## src/rtl/fb_pkg.sv

```systemverilog
// Shared types and defaults for the frame-buffer arbiter.
// FB_DOUBLE_BUFFER_EN adds a second BRAM bank (one extra address bit).
package fb_pkg;

  localparam int FB_ADDR_W = 15;
  localparam int FB_DATA_W = 8;

`ifdef FB_DOUBLE_BUFFER_EN
  localparam int FB_BANK_BITS = 1;
`else
  localparam int FB_BANK_BITS = 0;
`endif

  typedef enum logic [1:0] {IDLE, RD, WR} slot_t;
  typedef enum logic {SHOW, PEND} swap_t;

  // Write FIFO entry; bank is the back bank captured when the pixel was accepted.
  typedef struct packed {
    logic                 bank;
    logic [FB_ADDR_W-1:0] addr;
    logic [FB_DATA_W-1:0] data;
  } fb_entry_t;

endpackage

```

## src/rtl/fb_wr_fifo.sv

```systemverilog
// Synchronous write FIFO for the frame-buffer arbiter.
// Pointers carry a wrap bit so full/empty need no separate counter.
module fb_wr_fifo
  import fb_pkg::*;
#(
  parameter  int DEPTH = 8,
  localparam int PW    = $clog2(DEPTH),
  localparam int LW    = PW + 1
) (
  input  logic          clk,
  input  logic          rst_n,
  input  logic          push,
  input  fb_entry_t     din,
  input  logic          pop,
  output fb_entry_t     dout,
  output logic          full,
  output logic          empty,
  output logic [LW-1:0] level
);

  fb_entry_t   mem [DEPTH];
  logic [PW:0] wptr, rptr;
  logic        do_push, do_pop;

  assign full    = (wptr[PW] != rptr[PW]) && (wptr[PW-1:0] == rptr[PW-1:0]);
  assign empty   = (wptr == rptr);
  assign level   = wptr - rptr;
  assign dout    = mem[rptr[PW-1:0]];
  assign do_push = push && !full;
  assign do_pop  = pop && !empty;

  always_ff @(posedge clk or negedge rst_n) begin
    if (!rst_n) begin
      wptr <= '0;
      rptr <= '0;
    end else begin
      if (do_push) wptr <= wptr + 1'b1;
      if (do_pop)  rptr <= rptr + 1'b1;
    end
  end

  // Storage needs no reset: the pointers alone decide what is valid.
  always_ff @(posedge clk) begin
    if (do_push) mem[wptr[PW-1:0]] <= din;
  end

endmodule

```

## src/rtl/fb_arbiter.sv

```systemverilog
// Frame-buffer port arbiter: LCD reads have fixed priority and fixed 2-cycle
// latency; writer pixels queue in a FIFO and fill idle slots. FB_DOUBLE_BUFFER_EN
// enables two banks with a vsync-aligned swap.
module fb_arbiter
  import fb_pkg::*;
#(
  parameter  int ADDR_W     = FB_ADDR_W,
  parameter  int DATA_W     = FB_DATA_W,
  parameter  int FIFO_DEPTH = 8,
  localparam int MEM_AW     = ADDR_W + FB_BANK_BITS,
  localparam int LVL_W      = $clog2(FIFO_DEPTH) + 1
) (
  input  logic              clk,
  input  logic              rst_n,
  input  logic              rd_req,
  input  logic [ADDR_W-1:0] rd_addr,
  output logic [DATA_W-1:0] rd_data,
  output logic              rd_valid,
  input  logic              wr_valid,
  output logic              wr_ready,
  input  logic [ADDR_W-1:0] wr_addr,
  input  logic [DATA_W-1:0] wr_data,
  input  logic              wr_frame_done,
  input  logic              rd_frame_start,
  output logic              mem_en,
  output logic              mem_we,
  output logic [MEM_AW-1:0] mem_addr,
  output logic [DATA_W-1:0] mem_wdata,
  input  logic [DATA_W-1:0] mem_rdata,
  output logic [LVL_W-1:0]  fifo_level
);

  logic        full, empty, push, pop, swap_pend;
  fb_entry_t   ent_in, ent_out;
  slot_t       slot, slot_nxt;
  logic [MEM_AW-1:0] rd_maddr, wr_maddr;

  // ---------------- bank selection / swap ----------------
`ifdef FB_DOUBLE_BUFFER_EN
  swap_t swap, swap_nxt;
  logic  disp_bank, toggle;

  always_comb begin
    swap_nxt = swap;
    toggle   = 1'b0;
    case (swap)
      SHOW: begin
        if (wr_frame_done && rd_frame_start) toggle   = 1'b1;
        else if (wr_frame_done)              swap_nxt = PEND;
      end
      PEND: begin
        if (rd_frame_start) begin
          toggle   = 1'b1;
          swap_nxt = SHOW;
        end
      end
      default: swap_nxt = SHOW;
    endcase
  end

  always_ff @(posedge clk or negedge rst_n) begin
    if (!rst_n) begin
      swap      <= SHOW;
      disp_bank <= 1'b0;
    end else begin
      swap <= swap_nxt;
      if (toggle) disp_bank <= ~disp_bank;
    end
  end

  assign swap_pend = (swap == PEND);
  assign rd_maddr  = {disp_bank, rd_addr};
  assign wr_maddr  = {ent_out.bank, ent_out.addr};
  always_comb begin
    ent_in      = '0;
    ent_in.bank = ~disp_bank;
    ent_in.addr = wr_addr;
    ent_in.data = wr_data;
  end
`else
  logic unused_ok;

  assign swap_pend = 1'b0;
  assign rd_maddr  = rd_addr;
  assign wr_maddr  = ent_out.addr;
  assign unused_ok = ^{wr_frame_done, rd_frame_start, ent_out.bank};
  always_comb begin
    ent_in      = '0;
    ent_in.addr = wr_addr;
    ent_in.data = wr_data;
  end
`endif

  // ---------------- write FIFO ----------------
  // wr_ready is forced low while reset is asserted so no pixel is lost into a flushing FIFO.
  assign wr_ready = rst_n && !full && !swap_pend;
  assign push     = wr_valid && wr_ready;
  assign pop      = !rd_req && !empty;

  fb_wr_fifo #(.DEPTH(FIFO_DEPTH)) u_fifo (
    .clk   (clk),
    .rst_n (rst_n),
    .push  (push),
    .din   (ent_in),
    .pop   (pop),
    .dout  (ent_out),
    .full  (full),
    .empty (empty),
    .level (fifo_level)
  );

  // ---------------- slot arbiter ----------------
  always_comb begin
    slot_nxt = IDLE;
    if (rd_req)      slot_nxt = RD;
    else if (!empty) slot_nxt = WR;
  end

  always_ff @(posedge clk or negedge rst_n) begin
    if (!rst_n) begin
      slot      <= IDLE;
      rd_valid  <= 1'b0;
      mem_en    <= 1'b0;
      mem_we    <= 1'b0;
      mem_addr  <= '0;
      mem_wdata <= '0;
    end else begin
      slot     <= slot_nxt;
      rd_valid <= (slot == RD);
      mem_en   <= (slot_nxt != IDLE);
      mem_we   <= (slot_nxt == WR);
      case (slot_nxt)
        RD: mem_addr <= rd_maddr;
        WR: begin
          mem_addr  <= wr_maddr;
          mem_wdata <= ent_out.data;
        end
        default: ;
      endcase
    end
  end

  assign rd_data = mem_rdata;

endmodule
```

## config.mk

```make
export PLATFORM = sky130hd
export DESIGN_NAME = fb_arbiter
export DESIGN_NICKNAME = d
export VERILOG_FILES = /design/src/rtl/fb_pkg.sv /design/src/rtl/fb_wr_fifo.sv /design/src/rtl/fb_arbiter.sv
export SDC_FILE = /design/constraint.sdc
export NUM_CORES = 1
export LEC_CHECK = 0
export CORE_ASPECT_RATIO = 0.8
export CORE_UTILIZATION = 56
export DETAILED_ROUTE_END_ITERATION = 7
export PLACE_DENSITY = 0.77
export SLEW_MARGIN = 40
export SYNTH_ARGS = -nofsm -noshare
export SYNTH_HDL_FRONTEND = slang
export SYNTH_SLANG_ARGS = --single-unit
```

## constraint.sdc

```tcl
create_clock -name clk -period 6.1 [get_ports clk]
set_clock_uncertainty 0.2 [all_clocks]
set_input_delay 1.525 -clock clk [delete_from_list [all_inputs] [get_ports clk]]
set_output_delay 1.525 -clock clk [all_outputs]
set_load 0.01 [all_outputs]
```

==> impl_metrics.env <==
export IMPL_utilization=0.693
export IMPL_core_area_um2=14500
export IMPL_ant_nets=0
export IMPL_grtUsageTotal=0.218
export IMPL_min_path_type="reg2reg"
export IMPL_drt_pass1_iter_count=4
export IMPL_dieHeight_um=112
export IMPL_cts_htree_levels=1
export IMPL_hold_viol_final=0
export IMPL_seq_area_um2=6400
export IMPL_clock_tree_root_cell="sky130_fd_sc_hd__clkbuf_16"
export IMPL_top_level_ports=91
export IMPL_yosys_cell_count_top_type="sky130_fd_sc_hd__edfxtp_1"
export IMPL_final_layout_size_suffix_gt1_frac=0.201
export IMPL_buffer_ports_inserted=72
export IMPL_num_rows=39
export IMPL_total_leakage_power_nw=3.40
export IMPL_async_reset_ff_frac=0.160
export IMPL_synth_edff_count=184
export IMPL_post_drt_via_cell_ratio=6.07
export IMPL_synth_top_cells_by_area="sky130_fd_sc_hd__edfxtp_1, sky130_fd_sc_hd__mux4_2, sky130_fd_sc_hd__dfrtp_1"
export IMPL_route_vias_total=4254
export IMPL_grt_antenna_before_repair=0
export IMPL_global_route_wire_length_before_repair_um=25200
export IMPL_finalHoldWorstSlack_ps=238
export IMPL_cts_tree="built"
export IMPL_grt_setup_unrepaired="no"
export IMPL_wl_um=16400
export IMPL_finalInstanceArea_um2=10000
export IMPL_synth_area_um2=8440
export IMPL_via_count_of_the_first_global_routing_pass=4378
export IMPL_initial_core_util=0.583
export IMPL_place_area_um2=9370
export IMPL_fillerInstances=880
export IMPL_drcViolationCount=0
export IMPL_ctsLongestPathBuffers=3
export IMPL_setup_total_negative_slack_ps=0
export IMPL_cts_num_sinks=219
export IMPL_setup_violations_final=0
export IMPL_synth_seq_cells=219
export IMPL_post_cts_buffers=0
export IMPL_area_growth_syn_to_layout_pct=18.9
export IMPL_gpl_final_weighted_congestion=0.764
export IMPL_finalMaxSlewViolations=0
export IMPL_wire_per_inst_um=23.3
export IMPL_crit_type="in2out"
export IMPL_layout_nets=562
export IMPL_cp_data_arrival_time_ps=2810
export IMPL_multiInputGateArea_um2=1870
export IMPL_nature_of_the_critical_path_endpoint="output port"
export IMPL_clk_latency_ps=500
export IMPL_worst_slew_pin_slew_ps=809
export IMPL_timing_critical_path_fanout_max=37
export IMPL_maximum_number_of_pins_on_one_net_before_global_route_repair=50
export IMPL_dieWidth_um=139
export IMPL_ctsHoldBuffers=0
export IMPL_cap_viol_max_count=0
export IMPL_ys_seq_area_frac=0.758
export IMPL_worst_ir_drop_vdd_uv=319
export IMPL_cts_reportedPaths_clkPinSlew_ps=60
export IMPL_syn_nets=479
export IMPL_cts_buffers=21
export IMPL_worst_endpoint_required_ps=4380
export IMPL_power_per_cell_area_nw_per_um2=464
export IMPL_top_cells_by_instance_count_after_synthesis="sky130_fd_sc_hd__edfxtp_1, sky130_fd_sc_hd__mux4_2, sky130_fd_sc_hd__dfrtp_1"
export IMPL_period_share=0.743
export IMPL_global_route_overflow_total=0
export IMPL_netlist_top_cell_by_area="sky130_fd_sc_hd__edfxtp_1"
export IMPL_synth_top_cell_area_share=0.654
export IMPL_synthesis_area_per_instance_um2=20.1
export IMPL_timing_fmax_mhz=221
export IMPL_die_area_um2=15600
export IMPL_fin_crit_ps=4530
export IMPL_post_cts_resize_count=0
export IMPL_antenna_diode_count=0
export IMPL_synthDistinctLibCells=31
export IMPL_synth_cells=421
export IMPL_place_detailed_hpwl_um=9380
export IMPL_yosys_warnings=0
export IMPL_outcome="finished, final reports clean"
export IMPL_drt_first_iter_violations=301
export IMPL_critical_path_start_type="input port"
export IMPL_slew_headroom=0.459
export IMPL_ys_dominant_reg_cell="sky130_fd_sc_hd__edfxtp_1"
kinds of logic after synthesis:
logic type,after synthesis,synth area share
compound gates,45,0.0339
xor+xnor,9,0.0102
fa+ha+maj,6,0.00978
buf+inv,36,0.0250
flops,219,0.758
mux,61,0.140
simple gates,45,0.0224
cell usage in the layout, fill, tap and decap left out, types with 3 or more instances in the layout:
cell	count
sky130_fd_sc_hd__nor3_2	3
sky130_fd_sc_hd__o22ai_1	15
sky130_fd_sc_hd__dfrtp_1	33
sky130_fd_sc_hd__clkdlybuf4s50_1	71
sky130_fd_sc_hd__clkinv_1	3
sky130_fd_sc_hd__clkbuf_16	21
sky130_fd_sc_hd__a21oi_1	16
sky130_fd_sc_hd__xnor2_1	7
sky130_fd_sc_hd__nand2_1	25
sky130_fd_sc_hd__clkinv_2	3
sky130_fd_sc_hd__inv_1	6
sky130_fd_sc_hd__a31oi_1	8
sky130_fd_sc_hd__edfxtp_1	184
sky130_fd_sc_hd__clkbuf_1	5
sky130_fd_sc_hd__nor2_1	8
sky130_fd_sc_hd__buf_4	14
sky130_fd_sc_hd__ha_1	5
sky130_fd_sc_hd__mux2i_1	15
sky130_fd_sc_hd__mux4_2	46
per-layer routing:
metal  track usage  wire, um
met5             0         0
met4        0.0793       420
met3        0.0413      1020
met2         0.339      7760
met1         0.313      7170
state kept, by name, summed over array words and instances (netlist names):
signal,cells
rd_valid,1
mem_wdata,8
slot,1
mem_en,1
u_fifo.rptr,4
u_fifo.wptr,4
mem_addr,15
u_fifo.mem,184
mem_we,1
power breakdown:
group          internal, W  leakage (nW)  switching, W
sequential         0.00184          2.06      0.000111
combinational     0.000730          1.01      0.000720
clock             0.000744         0.329      0.000519
per-stage QoR:
| stage | instances | worst slack [ps] | total power [W] |
|---|---|---|---|
| after floorplan | 421 | 1400 | 0.00291 |
| after global placement | 665 | 1560 | 0.00338 |
| after detailed placement | 665 | 1540 | 0.00344 |
| after CTS | 701 | 1550 | 0.00470 |
| after global routing | 701 | 1450 | 0.00486 |
| final | 701 | 1570 | 0.00466 |
final timing paths:
check / start / end / slack [ps] / depth (start not counted)
min: mem_we$_DFF_PN0_ / rd_valid$_DFF_PN0_ / 240 / 1
max reg2reg: u_fifo.rptr[2]$_DFFE_PN0P_ / u_fifo.mem[4][3]$_DFFE_PP_ / 2670 / 7
min reg2reg: mem_we$_DFF_PN0_ / rd_valid$_DFF_PN0_ / 240 / 1
min in group asynchronous: rst_n / mem_wdata[5]$_DFFE_PN0P_ / 890 / 2
max in group asynchronous: rst_n / u_fifo.rptr[0]$_DFFE_PN0P_ / 4420 / 2
max: rst_n / wr_ready / 1570 / 4
worst max-delay path, stage by stage:
cell and delay, ps:
sky130_fd_sc_hd__buf_2 80, sky130_fd_sc_hd__buf_4 440, sky130_fd_sc_hd__o21a_1 220, sky130_fd_sc_hd__clkdlybuf4s50_1 530
final cells by class:
| type | count | share of cell area |
|---|---|---|
| flip-flops and latches | 219 | 0.638 |
| multi-input cells | 166 | 0.187 |
| repair buffers | 87 | 0.0829 |
| clock buffers | 28 | 0.0569 |
| well taps | 184 | 0.0229 |
| clock inverters | 8 | 0.00959 |
| inverters | 9 | 0.00336 |
(Power assumes the default switching activity.)
